===== src/rtl/fifo_pkg.sv =====
// Shared FIFO defaults and depth helper, used by the FIFO and the UART top.
package fifo_pkg;

   localparam int unsigned FIFO_DATA_WIDTH = 8;
   localparam int unsigned FIFO_ADDR_WIDTH = 6;

   typedef enum logic [2:0] {
      OP_IDLE,
      OP_PUSH,
      OP_POP,
      OP_BOTH,
      OP_FLUSH
   } fifo_op_e;

   function automatic int unsigned fifo_depth(input int unsigned addr_width);
      return 32'd1 << addr_width;
   endfunction

endpackage


===== src/rtl/fifo_ram.sv =====
// Simple dual-port RAM: synchronous write, read port either registered
// (REG_READ=1, with enable and async reset) or asynchronous (REG_READ=0).
module fifo_ram
   import fifo_pkg::*;
#(
   parameter int unsigned DATA_WIDTH = FIFO_DATA_WIDTH,
   parameter int unsigned ADDR_WIDTH = FIFO_ADDR_WIDTH,
   parameter int unsigned REG_READ   = 1
) (
   input  logic                  clk,
   input  logic                  rst,
   input  logic                  wr_en,
   input  logic [ADDR_WIDTH-1:0] wr_addr,
   input  logic [DATA_WIDTH-1:0] wr_data,
   input  logic                  rd_en,
   input  logic [ADDR_WIDTH-1:0] rd_addr,
   output logic [DATA_WIDTH-1:0] rd_data
);

   localparam int unsigned DEPTH = fifo_depth(ADDR_WIDTH);

   logic [DATA_WIDTH-1:0] mem [DEPTH];

   always_ff @(posedge clk) begin
      if (wr_en) begin
         mem[wr_addr] <= wr_data;
      end
   end

   generate
      if (REG_READ != 0) begin : g_reg_read
         always_ff @(posedge clk or posedge rst) begin
            if (rst) begin
               rd_data <= '0;
            end else if (rd_en) begin
               rd_data <= mem[rd_addr];
            end
         end
      end else begin : g_async_read
         // Enable and reset only apply to the registered port.
         logic unused_ctrl;
         assign unused_ctrl = rst ^ rd_en;
         assign rd_data     = mem[rd_addr];
      end
   endgenerate

endmodule


===== src/rtl/sync_fifo_param.sv =====
// Parametrised synchronous FIFO with almost flags, sticky error flags,
// synchronous flush and selectable first-word-fall-through read mode.
module sync_fifo_param
   import fifo_pkg::*;
#(
   parameter int unsigned DATA_WIDTH    = FIFO_DATA_WIDTH,
   parameter int unsigned ADDR_WIDTH    = FIFO_ADDR_WIDTH,
   parameter int unsigned FWFT          = 0,
   parameter int unsigned AFULL_THRESH  = fifo_depth(ADDR_WIDTH) - 4,
   parameter int unsigned AEMPTY_THRESH = 4
) (
   input  logic                  clk,
   input  logic                  rst,
   input  logic [DATA_WIDTH-1:0] buf_in,
   input  logic                  wr_en,
   input  logic                  rd_en,
   input  logic                  flush,
   input  logic                  err_clr,
   output logic [DATA_WIDTH-1:0] buf_out,
   output logic                  buf_empty,
   output logic                  buf_full,
   output logic                  almost_empty,
   output logic                  almost_full,
   output logic [ADDR_WIDTH:0]   fifo_counter,
   output logic                  overflow,
   output logic                  underflow
);

   localparam int unsigned DEPTH = fifo_depth(ADDR_WIDTH);
   localparam int unsigned CW    = ADDR_WIDTH + 1;

   localparam logic [CW-1:0] DEPTH_C    = CW'(DEPTH);
   localparam logic [CW-1:0] AFULL_C    = CW'(AFULL_THRESH);
   localparam logic [CW-1:0] AEMPTY_C   = CW'(AEMPTY_THRESH);
   localparam logic          AFULL_RST  = (AFULL_THRESH == 0);

   logic [ADDR_WIDTH-1:0] wr_ptr, wr_ptr_nxt;
   logic [ADDR_WIDTH-1:0] rd_ptr, rd_ptr_nxt;
   logic [CW-1:0]         count, count_nxt;
   logic                  rd_ok, rd_acc, wr_acc;
   logic                  ovf_evt, udf_evt;
   fifo_op_e              op;
   logic [DATA_WIDTH-1:0] ram_q;
   logic [ADDR_WIDTH-1:0] ram_rd_addr;

   // Flush overrides both requests, so nothing is accepted or flagged with it.
   always_comb begin
      rd_ok   = rd_en & ~buf_empty;
      rd_acc  = ~flush & rd_ok;
      wr_acc  = ~flush & wr_en & (~buf_full | rd_ok);
      ovf_evt = ~flush & wr_en & buf_full & ~rd_ok;
      udf_evt = ~flush & rd_en & buf_empty;
   end

   always_comb begin
      op = OP_IDLE;
      if (flush) begin
         op = OP_FLUSH;
      end else if (wr_acc && rd_acc) begin
         op = OP_BOTH;
      end else if (wr_acc) begin
         op = OP_PUSH;
      end else if (rd_acc) begin
         op = OP_POP;
      end
   end

   always_comb begin
      wr_ptr_nxt = wr_ptr;
      rd_ptr_nxt = rd_ptr;
      count_nxt  = count;
      case (op)
         OP_FLUSH: begin
            wr_ptr_nxt = '0;
            rd_ptr_nxt = '0;
            count_nxt  = '0;
         end
         OP_PUSH: begin
            wr_ptr_nxt = wr_ptr + ADDR_WIDTH'(1);
            count_nxt  = count + CW'(1);
         end
         OP_POP: begin
            rd_ptr_nxt = rd_ptr + ADDR_WIDTH'(1);
            count_nxt  = count - CW'(1);
         end
         OP_BOTH: begin
            wr_ptr_nxt = wr_ptr + ADDR_WIDTH'(1);
            rd_ptr_nxt = rd_ptr + ADDR_WIDTH'(1);
         end
         default: ;
      endcase
   end

   always_ff @(posedge clk or posedge rst) begin
      if (rst) begin
         wr_ptr       <= '0;
         rd_ptr       <= '0;
         count        <= '0;
         buf_empty    <= 1'b1;
         buf_full     <= 1'b0;
         almost_empty <= 1'b1;
         almost_full  <= AFULL_RST;
         overflow     <= 1'b0;
         underflow    <= 1'b0;
      end else begin
         wr_ptr       <= wr_ptr_nxt;
         rd_ptr       <= rd_ptr_nxt;
         count        <= count_nxt;
         buf_empty    <= (count_nxt == '0);
         buf_full     <= (count_nxt == DEPTH_C);
         almost_empty <= (count_nxt <= AEMPTY_C);
         almost_full  <= (count_nxt >= AFULL_C);
         overflow     <= ovf_evt | (overflow & ~err_clr);
         underflow    <= udf_evt | (underflow & ~err_clr);
      end
   end

   assign fifo_counter = count;

   // FWFT looks ahead at the next head address; standard mode reads the current head.
   assign ram_rd_addr = (FWFT != 0) ? rd_ptr_nxt : rd_ptr;

   fifo_ram #(
      .DATA_WIDTH (DATA_WIDTH),
      .ADDR_WIDTH (ADDR_WIDTH),
      .REG_READ   ((FWFT == 0) ? 1 : 0)
   ) u_ram (
      .clk     (clk),
      .rst     (rst),
      .wr_en   (wr_acc),
      .wr_addr (wr_ptr),
      .wr_data (buf_in),
      .rd_en   (rd_acc),
      .rd_addr (ram_rd_addr),
      .rd_data (ram_q)
   );

   generate
      if (FWFT == 0) begin : g_std_out
         assign buf_out = ram_q;
      end else begin : g_fwft_out
         logic [DATA_WIDTH-1:0] head_q;

         // Next head is the word being written this edge only when it lands
         // exactly at the next read address; bypass the RAM in that case.
         always_ff @(posedge clk or posedge rst) begin
            if (rst) begin
               head_q <= '0;
            end else if (count_nxt != '0) begin
               head_q <= (wr_acc && (wr_ptr == rd_ptr_nxt)) ? buf_in : ram_q;
            end
         end

         assign buf_out = head_q;
      end
   endgenerate

endmodule


===== config.mk =====
export PLATFORM = sky130hd
export DESIGN_NAME = sync_fifo_param
export DESIGN_NICKNAME = d
export VERILOG_FILES = /design/src/rtl/fifo_pkg.sv /design/src/rtl/fifo_ram.sv /design/src/rtl/sync_fifo_param.sv
export SDC_FILE = /design/constraint.sdc
export NUM_CORES = 1
export LEC_CHECK = 0
export BUFFER_PORTS_ARGS = -buffer_cell sky130_fd_sc_hd__buf_2
export CAP_MARGIN = 10
export CORE_MARGIN = 4
export CORE_UTILIZATION = 50
export CTS_CLUSTER_SIZE = 28
export DETAILED_ROUTE_END_ITERATION = 10
export MAX_ROUTING_LAYER = met4
export PLACE_DENSITY = 0.64
export SLEW_MARGIN = 20
export SYNTH_ARGS = -nofsm -noshare
export SYNTH_HDL_FRONTEND = slang
export SYNTH_HIERARCHICAL = 1
export SYNTH_SLANG_ARGS = --single-unit

===== constraint.sdc =====
create_clock -name clk -period 3.2 [get_ports clk]
set_clock_uncertainty 0.15 [all_clocks]
set_input_delay 0.48 -clock clk [delete_from_list [all_inputs] [get_ports clk]]
set_output_delay 0.48 -clock clk [all_outputs]
set_load 0.005 [all_outputs]

==> results of run 1 <==
## cells in the mapped netlist, types with 2 or more instances
| library cell | number |
|---|---|
| inv_1 | 15 |
| nand4_1 | 7 |
| nand3b_1 | 3 |
| a221oi_1 | 8 |
| nor2_1 | 89 |
| o21ai_0 | 3 |
| nand2_1 | 28 |
| nand3_1 | 17 |
| clkbuf_1 | 25 |
| buf_6 | 6 |
| edfxtp_1 | 512 |
| mux4_2 | 120 |
| a21o_1 | 3 |
| dfstp_2 | 2 |
| mux2_2 | 33 |
| xnor2_1 | 6 |
| buf_1 | 5 |
| and2_1 | 2 |
| ha_1 | 7 |
| or3_1 | 3 |
| o22ai_1 | 10 |
| nor3_1 | 3 |
| a211oi_1 | 2 |
| nor2b_1 | 7 |
| dfrtp_1 | 31 |
| a21oi_1 | 11 |
| a22oi_1 | 16 |
| nand2b_1 | 7 |
| mux2i_1 | 40 |
| xor2_1 | 7 |
| o221ai_1 | 16 |
| buf_2 | 20 |
## layer usage
layer  wire length (um)  part of all wire (%)
met1              19500                    43
met2              21800                    47
met3               3330                   7.3
met4               1240                   2.7
met5                  0                     0
## power by group through the flow
stage	combinational (mW)	sequential [mW]	clock [mW]
after floorplan	0.805	8.12	0
after global placement	1.24	8.16	0
after detailed placement	1.26	8.16	0
after CTS	1.27	8.01	6.53
after global routing	1.35	8.02	6.85
final	1.26	8.02	6.40
## layout make-up
class / instances / area share [%]
multi-input cells: 466 / 20.4
inverters: 16 / 0.260
flip-flops and latches: 545 / 64.8
clock inverters: 26 / 0.966
clock buffers: 76 / 6.38
repair buffers: 139 / 4.27
well taps: 585 / 2.93
## through the flow
stage	hold slack [ps]	utilization (%)	power [mW]	cells
3_3_place_gp	360	53.8	9.40	1747
2_1_floorplan	146	-	8.92	1085
6_report	122	58.2	15.7	1853
3_5_place_dp	370	53.8	9.42	1747
4_1_cts	89.1	58.2	15.8	1853
5_1_grt	144	58.2	16.2	1853
## path summary, 6_finish.rpt
path                               endpoint  slack [ps]  depth (start not counted)
setup reg to reg               almost_empty         450                         11
max in group asynchronous      almost_empty        1830                          4
hold / removal               ram_rd_addr[1]         120                          4
min in group asynchronous  u_ram/rd_data[3]         310                          3
hold reg to reg                    overflow         400                          2
setup / recovery               almost_empty         450                         11
## sequential cells by signal (all words and copies together) (netlist names)
register / flops
almost_empty: 1
underflow: 1
u_ram/mem: 512
overflow: 1
wr_ptr: 6
buf_full: 1
ram_rd_addr: 6
almost_full: 1
fifo_counter: 7
u_ram/rd_data: 8
buf_empty: 1
## cells by family (layout without fill, tap and decap cells)
| kind of cell | Yosys count | count (layout) | share of synthesized area, % |
|---|---|---|---|
| adder cells (fa/ha/maj) | 8 | 8 | 0.497 |
| buffers and inverters | 74 | 257 | 1.72 |
| flip-flops | 545 | 545 | 74.8 |
| AO/OA/AOI/OAI | 76 | 76 | 2.63 |
| AND/OR/NAND/NOR | 175 | 175 | 3.74 |
| XOR/XNOR | 13 | 13 | 0.526 |
| multiplexers | 194 | 194 | 16.1 |
## worst max-delay path, cell delays in order (launching register included)
cell	delay [ps]
dfstp_2	550
nand2b_4	180
nor2_4	50
nand2_4	80
clkinv_4	70
ha_1	350
nand2b_1	100
a211oi_1	270
or3_1	180
a311oi_2	130
or2_1	300
a311oi_1	260
==> impl_metrics.tcl, run 1 <==
set metrics [dict create \
    drive_gt1_share_pct 30.5 \
    yosysTopAreaCellShare_pct 71.0 \
    final_common_cell "edfxtp_1" \
    r2r-start "buf_empty" \
    p_sw_mw 3.41 \
    grt_pass1_wl_mm 70.5 \
    switching_share_pct 21.8 \
    ctsLongestPathBuffers 3 \
    async_flop_share_pct 6.06 \
    synth_cell_types 53 \
    setup_viol 0 \
    io_buffers 34 \
    avgRoutedWirePerCell_um 24.7 \
    p_clk_share_pct 40.8 \
    drt-initial-drc-count 926 \
    viasPerCell 5.81 \
    drc_errors 0 \
    dieHeight_um 216 \
    synth-edff-count 512 \
    timing.final.max_slew_violations 0 \
    setup_slack_ps 448 \
    cp-startpoint "buf_empty" \
    htreeDepth 2 \
    p_leak_nw 8.07 \
    cts-root-buf "clkbuf_16" \
    fp-row-count 76 \
    worstMarginPinSlew_ps 1030 \
    syn_nets 1107 \
    multiInputGateArea_um2 5090 \
    seq_area_um2 16200 \
    top_usage_layer "met2" \
    cts_resized 0 \
    area_growth_pct 15.4 \
    firstDrtPassIters 7 \
    worstPathRequired_ps 3540 \
    hold_path.class "input pin to flip-flop" \
    final_cell_mix "512 x edfxtp_1, 120 x mux4_2, 93 x buf_4" \
    syn_inst 1085 \
    fmaxAchievable_mhz 363 \
    synth_area_leaders "edfxtp_1 71%, mux4_2 12%, dfrtp_1 3.6%" \
    gr-total-overflow 0 \
    fin_crit_ps 2750 \
    powerDensity_nw_per_um2 627 \
    status "completed" \
    hp-start "rd_en" \
    hold_viol 0 \
    ys_seq_area_share_pct 74.8 \
    placed_area_um2 23100 \
    netlist_area_um2 21700 \
    ys_ff_latch 545 \
    hpwl_mm 29.0 \
    startpoint_type "flip-flop" \
    maxCapViolations 0 \
    dieArea_um2 46700 \
    cp_max_fo 6 \
    stdcell_area_um2 25000 \
    num_io_pins 35 \
    grt_usage_pct 20.7 \
    grt_max_degree 65 \
    drt-total-wl_mm 45.9 \
    fin_setup_tns_ps 0 \
    arrival_ps 3090 \
    p_seq_share_pct 51.1 \
    max-slew-margin-rel_pct 31.5 \
    fin_crit_sh_pct 86.0 \
    cts_hold_buf 4 \
    grt_util_met2_pct 31.0 \
    antenna_found_initial 0 \
    gp_congestion 0.848 \
    ir_drop_mv 0.442 \
    final_nets 1245 \
    routed-via-count 10772 \
    combPwrFrac_pct 8.0 \
    syn_area_per_cell_um2 20.0 \
    chipWidth_um 216 \
    synth_warnings 6 \
    filler_cell_count 3180 \
    crit_path_end_kind "flip-flop" \
    grt_pass1_vias 11084 \
    grt_use_met3_pct 4.21 \
    ant_nets 0 \
    cts_tree "yes" \
    clk_pin_slew_ps 60 \
    numCtsBuffers 55 \
    ys.flop_type "edfxtp_1" \
    synth.largest_area_cell "edfxtp_1" \
    crit_type "flip-flop to flip-flop" \
    use_met1_pct 29.2 \
    postCtsSetupBuffers 0 \
    cts_sinks 545 \
    initial_core_util_pct 50.4 \
    place_ws_ps 379 \
    rsz0062_at_grt "false" \
    diodes 0 \
    core_um2 43000 \
    internal_power_mw 12.3 \
    clock_latency_ps 610 \
]
No activity file was read; power rests on OpenSTA's default activity.
==> inputs of run 2 (changes only) <==
--- a/config.mk
+++ b/config.mk
@@ -5,14 +5,14 @@
 export SDC_FILE = /design/constraint.sdc
 export NUM_CORES = 1
 export LEC_CHECK = 0
-export BUFFER_PORTS_ARGS = -buffer_cell sky130_fd_sc_hd__buf_2
 export CAP_MARGIN = 10
-export CORE_MARGIN = 4
+export CORE_MARGIN = 3
 export CORE_UTILIZATION = 50
 export CTS_CLUSTER_SIZE = 28
 export DETAILED_ROUTE_END_ITERATION = 10
+export DONT_BUFFER_PORTS = 1
 export MAX_ROUTING_LAYER = met4
-export PLACE_DENSITY = 0.64
+export PLACE_DENSITY = 0.63
 export SLEW_MARGIN = 20
 export SYNTH_ARGS = -nofsm -noshare
 export SYNTH_HDL_FRONTEND = slang
==> run 2 against run 1 <==
Register-to-register slack worse by 50 ps. Utilization up 0.53 points. Critical path depth unchanged. Critical path type is now input pin to flip-flop. Largest cell class unchanged. Sequential power up 0.6%. Fmax down 2.5%. Power about the same. Hold slack worse by 60 ps. Combinational power down 6%. Setup slack worse by 70 ps. Global-route usage about the same. Via count down 2.0%.
==> impl_metrics.tcl, run 2 (synthesis gave the netlist of run 1 again) <==
set metrics [dict create \
    htreeDepth 2 \
    cts-root-buf "clkbuf_16" \
    largest_register_ffs 512 \
    top_register "u_ram/mem" \
    place_ws_ps 325 \
    grt_usage_pct 20.7 \
    grt_max_degree 65 \
    cts_sinks 545 \
    crit_type "input pin to flip-flop" \
    crit_path_end_kind "flip-flop" \
    io_buffers 0 \
    cp_max_fo 6 \
    setup_slack_ps 378 \
    final_common_cell "edfxtp_1" \
    fin_setup_tns_ps 0 \
    viasPerCell 5.87 \
    maxCapViolations 0 \
    ir_drop_mv 0.384 \
    core_um2 42400 \
    power_mw 15.7 \
    status "completed" \
    powerDensity_nw_per_um2 629 \
    firstDrtPassIters 5 \
    drc_errors 0 \
    clock_latency_ps 580 \
    worstPathRequired_ps 3540 \
    routed-via-count 10557 \
    filler_cell_count 3144 \
    dieArea_um2 45900 \
    diodes 0 \
    fin_crit_sh_pct 88.2 \
    initial_core_util_pct 51.1 \
    antenna_found_initial 0 \
    ant_nets 0 \
    worstMarginPinSlew_ps 972 \
    avgRoutedWirePerCell_um 25.2 \
    timing.final.max_slew_violations 0 \
    clk_pin_slew_ps 60 \
    grt_pass1_vias 10735 \
    layout.cells.non_filler 1800 \
    cts_resized 0 \
    ctsLongestPathBuffers 3 \
    setup_viol 0 \
    final_util_pct 58.7 \
    fmaxAchievable_mhz 354 \
    arrival_ps 3160 \
    max-slew-margin-rel_pct 35.2 \
    chipWidth_um 214 \
    numCtsBuffers 55 \
    rsz0062_at_grt "false" \
    dieHeight_um 214 \
    fin_crit_ps 2820 \
    final_cell_mix "512 x edfxtp_1, 120 x mux4_2, 89 x nor2_1" \
    fp-row-count 75 \
    gr-total-overflow 0 \
    num_io_pins 35 \
    area_growth_pct 14.9 \
    p_leak_nw 7.90 \
    hold_path.class "input pin to flip-flop" \
    hpwl_mm 27.2 \
    gp_congestion 0.785 \
    startpoint_type "input pin" \
    drt-initial-drc-count 1040 \
    hold_viol 0 \
    drt-total-wl_mm 45.3 \
    grt_pass1_wl_mm 69.2 \
    drive_gt1_share_pct 27.1 \
    dp.cells 1684 \
    final_nets 1200 \
    cts_tree "yes" \
]
## run 2: timing repair
item,CTS,global route
buffers inserted,0,1
endpoints found under the setup margin,0,1
hold buffers,13,0
endpoints found under the hold margin,567,0
## run 2: metrics by stage
step,cell area (um2),hold WS (ps)
finish,24900,62.1
global route,24900,64.6
CTS,24900,2.72
detailed placement,22800,184
global placement,22800,174
floorplan,21700,146
## run 2: cell type report
type	count	area (um2)	share of cell area [%]
Sequential cell	545	16200	65.1
Multi-Input combinational cell	466	5090	20.4
Clock buffer	72	1500	6.03
Timing Repair Buffer	94	991	3.98
Tap cell	577	722	2.90
Clock inverter	30	318	1.28
Inverter	16	65.1	0.261
## run 2: path summary, 6_finish.rpt
path	startpoint	endpoint	slack (ps)	depth (start not counted)
setup / recovery	rd_en	almost_empty	380	11
hold / removal	wr_en	wr_ptr[1]	60	3
setup reg to reg	buf_empty	almost_empty	400	11
hold reg to reg	overflow	overflow	400	2
max in group asynchronous	rst	ram_rd_addr[0]	1630	2
min in group asynchronous	rst	u_ram/rd_data[7]	280	2
## run 2: power breakdown
group / internal, mW / leakage (nW) / switching, mW / total [mW]
clock: 3.85 / 0.883 / 2.57 / 6.43
combinational: 0.552 / 1.99 / 0.627 / 1.18
sequential: 7.90 / 5.03 / 0.161 / 8.07
## run 2: worst max-delay path: stages
cell	delay [ps]
dlygate4sd3_1	600
nand2b_4	110
nor2_4	150
nand2_4	80
fa_1	420
nand2b_1	190
a211oi_1	240
or3_1	170
a311oi_2	140
or2_1	300
a311oi_1	270
## run 2: layer usage
| layer | vias to the layer above | wire length, um | global-route usage (%) |
|---|---|---|---|
| met5 | - | 0 | - |
| met4 | 0 | 959 | 5.39 |
| met3 | 66 | 2720 | 3.59 |
| met2 | 293 | 21500 | 31.2 |
| met1 | 5566 | 20100 | 30.0 |
| li1 | 4632 | - | - |
